## src/rtl/config_int_add_in_mux_truncation.sv

```systemverilog
// ============================================================================
// config_int_add_in_mux_truncation
//
// Purpose:
//   Registered two's-complement adder whose low bits can be truncated at run
//   time. The operands and the mode bit are captured together in one input
//   register stage. In approximate mode the low L = W - H bits of both
//   operands are forced to zero before the add, so the upper H bits are
//   summed with no carry-in from below. The low-bit result is zero.
//
//   The adder is split into a low slice (L bits) and a high slice (H bits).
//   The low slice is fed through the input mux, so in approximate mode it
//   sees constant zeros and does not toggle. Its carry-out chains into the
//   high slice, so exact mode gives the full W-bit sum modulo 2^W.
//
// Configuration macro:
//   CFG_ADD_OUT_REG_EN  defined   -> c is registered (latency 2 edges)
//                       undefined -> c is combinational from the adder
//                                    (latency 1 edge)
//   The arithmetic is the same in both builds. Only the latency changes.
//
// Parameters:
//   DATA_PATH_BITWIDTH  W, operand and result width (default 32)
//   HRDWIRED_BITWIDTH   H, upper bits always computed exactly (default 16),
//                       legal range 1 <= H <= W
//
// Ports:
//   clk      in  1   rising-edge clock
//   rst      in  1   asynchronous active-low reset; clears every register
//   apx_ctl  in  1   1 = approximate (truncating), 0 = exact
//   a        in  W   operand A
//   b        in  W   operand B
//   c        out W   sum
// ============================================================================
module config_int_add_in_mux_truncation #(
    parameter int DATA_PATH_BITWIDTH = 32,
    parameter int HRDWIRED_BITWIDTH  = 16
) (
    input  logic                          clk,
    input  logic                          rst,
    input  logic                          apx_ctl,
    input  logic [DATA_PATH_BITWIDTH-1:0] a,
    input  logic [DATA_PATH_BITWIDTH-1:0] b,
    output logic [DATA_PATH_BITWIDTH-1:0] c
);

    localparam int W = DATA_PATH_BITWIDTH;
    localparam int H = HRDWIRED_BITWIDTH;
    localparam int L = W - H;

    logic [W-1:0] r_a_q;
    logic [W-1:0] r_b_q;
    logic         r_apx_q;
    logic [W-1:0] w_s;

    // The mode bit is captured in the same stage as the operands. As a
    // result, a result can never mix the mode of one sample with the
    // operands of another.
    always_ff @(posedge clk or negedge rst) begin
        if (!rst) begin
            r_a_q   <= '0;
            r_b_q   <= '0;
            r_apx_q <= 1'b0;
        end else begin
            r_a_q   <= a;
            r_b_q   <= b;
            r_apx_q <= apx_ctl;
        end
    end

    generate
        if (L == 0) begin : g_exact_only
            // No approximable bits. The mode bit has nothing to gate.
            logic w_unused_apx;
            assign w_unused_apx = r_apx_q;
            assign w_s          = r_a_q + r_b_q;
        end else begin : g_split
            logic [L-1:0] w_ga_lo;
            logic [L-1:0] w_gb_lo;
            logic [L:0]   w_sum_lo;
            logic [H-1:0] w_sum_hi;

            // Input mux for the low slice. Zeros here keep the low adder
            // quiet, and they also remove its carry into the high slice.
            assign w_ga_lo  = r_apx_q ? '0 : r_a_q[L-1:0];
            assign w_gb_lo  = r_apx_q ? '0 : r_b_q[L-1:0];
            assign w_sum_lo = {1'b0, w_ga_lo} + {1'b0, w_gb_lo};

            // The upper bits pass through unchanged in both modes. The carry
            // out of the top is dropped, so the sum wraps modulo 2^W.
            assign w_sum_hi = r_a_q[W-1:L] + r_b_q[W-1:L] + H'(w_sum_lo[L]);

            assign w_s = {w_sum_hi, w_sum_lo[L-1:0]};
        end
    endgenerate

`ifdef CFG_ADD_OUT_REG_EN
    logic [W-1:0] r_c;

    always_ff @(posedge clk or negedge rst) begin
        if (!rst) begin
            r_c <= '0;
        end else begin
            r_c <= w_s;
        end
    end

    assign c = r_c;
`else
    // The input registers clear to zero during reset, so c is also zero.
    assign c = w_s;
`endif

endmodule

```

## config.mk

```make
export PLATFORM = sky130hd
export DESIGN_NAME = config_int_add_in_mux_truncation
export DESIGN_NICKNAME = d
export VERILOG_FILES = /design/src/rtl/config_int_add_in_mux_truncation.sv
export SDC_FILE = /design/constraint.sdc
export NUM_CORES = 1
export LEC_CHECK = 0
export BUFFER_PORTS_ARGS = -buffer_cell sky130_fd_sc_hd__buf_2
export CAP_MARGIN = 20
export CORE_MARGIN = 3
export CORE_UTILIZATION = 23
export CTS_CLUSTER_SIZE = 40
export DETAILED_ROUTE_END_ITERATION = 7
export PLACE_DENSITY_LB_ADDON = 0.25
export SYNTH_ARGS = -nofsm -noshare
export SYNTH_HDL_FRONTEND = slang
export SYNTH_SLANG_ARGS = --single-unit
```

## constraint.sdc

```tcl
create_clock -name clk -period 4.1 [get_ports clk]
set_input_delay 0.205 -clock clk [delete_from_list [all_inputs] [get_ports clk]]
set_output_delay 0.205 -clock clk [all_outputs]
set_load 0.02 [all_outputs]
```

==> impl_metrics.py <==
metrics = {
    "global_routing": {
        "track_usage_pct": 11.5,
        "grt_pass1_vias": 3147,
        "gr-total-overflow": 0,
        "grt_max_degree": 66,
        "grt_pass1_wl_mm": 14.6,
        "antenna_found_initial": 0,
    },
    "routing": {
        "drtIter0Drc": 57,
        "via_per_inst": 4.20,
        "drt-total-wl_mm": 8.59,
        "drc": 0,
        "avgRoutedWirePerCell_microns": 12.4,
        "ant_nets": 0,
        "vias": 2904,
        "first_pass_iters": 4,
    },
    "yosys": {
        "synth_area_per_cell_sq_um": 11.3,
        "synth-edff-count": 0,
        "async_reset_ff_share_pct": 100,
        "synth.most_common_cell": "dfrtp_1",
        "yosysTopAreaCell": "dfrtp_1",
        "synth-main-ff-cell": "dfrtp_1",
        "synth_top_area_share_pct": 49.3,
        "netlist_area_sq_um": 3300,
        "synthCells": 292,
        "synth-seq-cells": 65,
        "syn-num-nets": 392,
        "synth_top_cells_by_count": "dfrtp_1 (65), nor2b_1 (35), ha_1 (30)",
        "yosysUniqueCellTypes": 38,
        "ys_seq_area_share_pct": 49.3,
        "yosysWarnings": 0,
        "synth_area_leaders": "dfrtp_1 (49%), ha_1 (11%), nor2b_1 (6.6%), xnor2_1 (5.0%), a21oi_1 (3.8%)",
    },
    "timing": {
        "drv_slew": 0,
        "hold_violations": 0,
        "fin_crit_sh_pct": 107,
        "maxSlewHeadroom_pct": 45.9,
        "setup_viol": 10,
        "setup_ws_ns": -0.285,
        "rsz0062_at_grt": "true",
        "tightestPinTransition_ns": 0.811,
        "max_freq_mhz": 228,
        "setup_tns_ns": -1.80,
        "finalCriticalPeriod_ns": 4.39,
        "hold_slack_ns": 0.0661,
    },
    "die": {
        "fp-row-count": 43,
        "io_pins": 99,
        "initial_core_util_pct": 23.7,
        "dieArea_sq_um": 15800,
        "core_area_sq_um": 13900,
        "fp.dieW_microns": 126,
        "die_h_microns": 126,
    },
    "place": {
        "io_buffer_count": 98,
        "hpwl_mm": 6.14,
        "placed_cell_area_sq_um": 4300,
        "place_congestion": 0.793,
        "placed_cells": 602,
    },
    "clocking": {
        "cts_tree": "built",
        "h-tree-depth": 3,
        "clkTransAtPathRegs_ns": 0.05,
        "cts_root_buffer": "clkbuf_16",
        "clockBufferDepth": 2,
        "cts_made_buffers": 9,
        "cts.sinks": 65,
    },
    "final_layout": {
        "areaGrowthSynthToFinish_pct": 67.2,
        "fin_cells": 692,
        "finalInstanceArea_sq_um": 5520,
        "nets": 609,
        "drive_gt1_share_pct": 38.5,
        "antenna_cells_inserted": 0,
    },
    "power_and_ir_drop": {
        "power_leakage_nw": 2.67,
        "irDropWorstVdd_mv": 0.274,
        "power_density_nw_per_um2": 366,
    },
    "outcome": {
        "run_status": "complete, but fails checks",
        "violations": "negative setup slack",
    },
    "worst_hold_path": {
        "min_path_type": "input port to asynchronous set/reset pin",
    },
    "worst_setup_path": {
        "cp_max_fo": 12,
        "cp_data_required_time_ns": 3.89,
        "critPathArrivalTime_ns": 4.18,
        "cp-start-kind": "register",
        "end_kind": "output pin",
        "critical_path_class": "register to output pin",
    },
    "flow_run": {
        "maxCapViolCount": 0,
    },
}
[area by class of cell]
type	count	area, sq um
tap	180	225
inverter	8	30.0
clock inverter	2	37.5
multi-input combinational	212	1770
clock buffer	12	267
timing repair buffer	213	1570
fill	1349	8410
sequential	65	1630
[per-stage QoR]
step	power, mW	utilization [%]	setup WS, ns
after floorplan	0.963	-	0.0361
after global placement	1.14	30.8	-0.245
after detailed placement	1.14	30.8	-0.251
after CTS	2.02	38.6	-0.425
after global routing	2.13	39.6	-0.545
final	2.02	39.6	-0.285
[routing by layer]
layer,vias up,track usage (%),share of wire [%]
li1,1456,-,-
met1,1365,13.8,43
met2,70,19.7,51
met3,13,3.65,5.1
met4,0,4.04,1.7
met5,-,0,0
[power by group]
part,leakage [nW],switching [mW],internal (mW)
Clock,0.147,0.264,0.513
Combinational,1.76,0.282,0.275
Sequential,0.757,0.0102,0.675
Total,2.67,0.556,1.46
[cell families after synthesis]
family          Yosys count  synth area share (%)
xor+xnor                 28                  7.43
flops                    65                  49.3
simple gates             75                  12.3
buf+inv                  15                  1.93
compound gates           76                  15.9
fa+ha+maj                33                  13.2
[state kept, by name, indices dropped and copies added (netlist names)]
| name | count |
|---|---|
| r_b_q | 32 |
| r_apx_q | 1 |
| r_a_q | 32 |
[critical path, cell delays in order (launching register included)]
cell      delay [ns]
dfrtp_1         0.40
buf_6           0.14
buf_4           0.18
buf_6           0.16
nor2b_1         0.12
ha_1            0.26
buf_4           0.16
nand2_1         0.10
o31ai_2         0.09
a221o_1         0.35
fa_2            0.36
fa_2            0.36
a21oi_2         0.17
o21ai_2         0.09
a21oi_2         0.17
o21ai_1         0.10
a221oi_2        0.31
xnor2_2         0.15
buf_4           0.16
[what timing repair did]
action                                  4_1_cts  5_1_grt
hold buffers                                 65        0
resized for setup                            25       20
setup buffers                                 5        8
endpoints found under the setup margin       12       12
pin swaps                                    18       17
hold endpoints to repair                     65        0
[final timing paths]
path                        endpoint  cells after the start  startpoint  slack [ns]
worst min-delay path       r_a_q[19]                      2         rst        0.07
min in group clk           r_a_q[26]                      2       a[26]        0.51
worst max-delay path           c[30]                     18     r_apx_q       -0.29
max in group asynchronous   r_a_q[2]                      2         rst        3.51
[placed cells by master (no fill, tap or decap), types with 4 or more instances in the layout]
cell / Yosys / final
buf_2: 0 / 86
dlygate4sd3_1: 0 / 65
dfrtp_1: 65 / 65
buf_4: 0 / 56
nor2b_1: 35 / 32
ha_1: 30 / 29
a21oi_1: 25 / 16
nor2_1: 15 / 15
xnor2_1: 19 / 14
nand2_1: 11 / 11
a21o_1: 11 / 11
xor2_1: 9 / 9
clkbuf_16: 0 / 9
a21oi_2: 0 / 8
inv_1: 8 / 8
o21ai_0: 7 / 6
buf_6: 1 / 6
nand4_1: 5 / 5
o21ai_1: 6 / 4
xnor2_2: 0 / 4
Power figures use the tool's default switching activity.
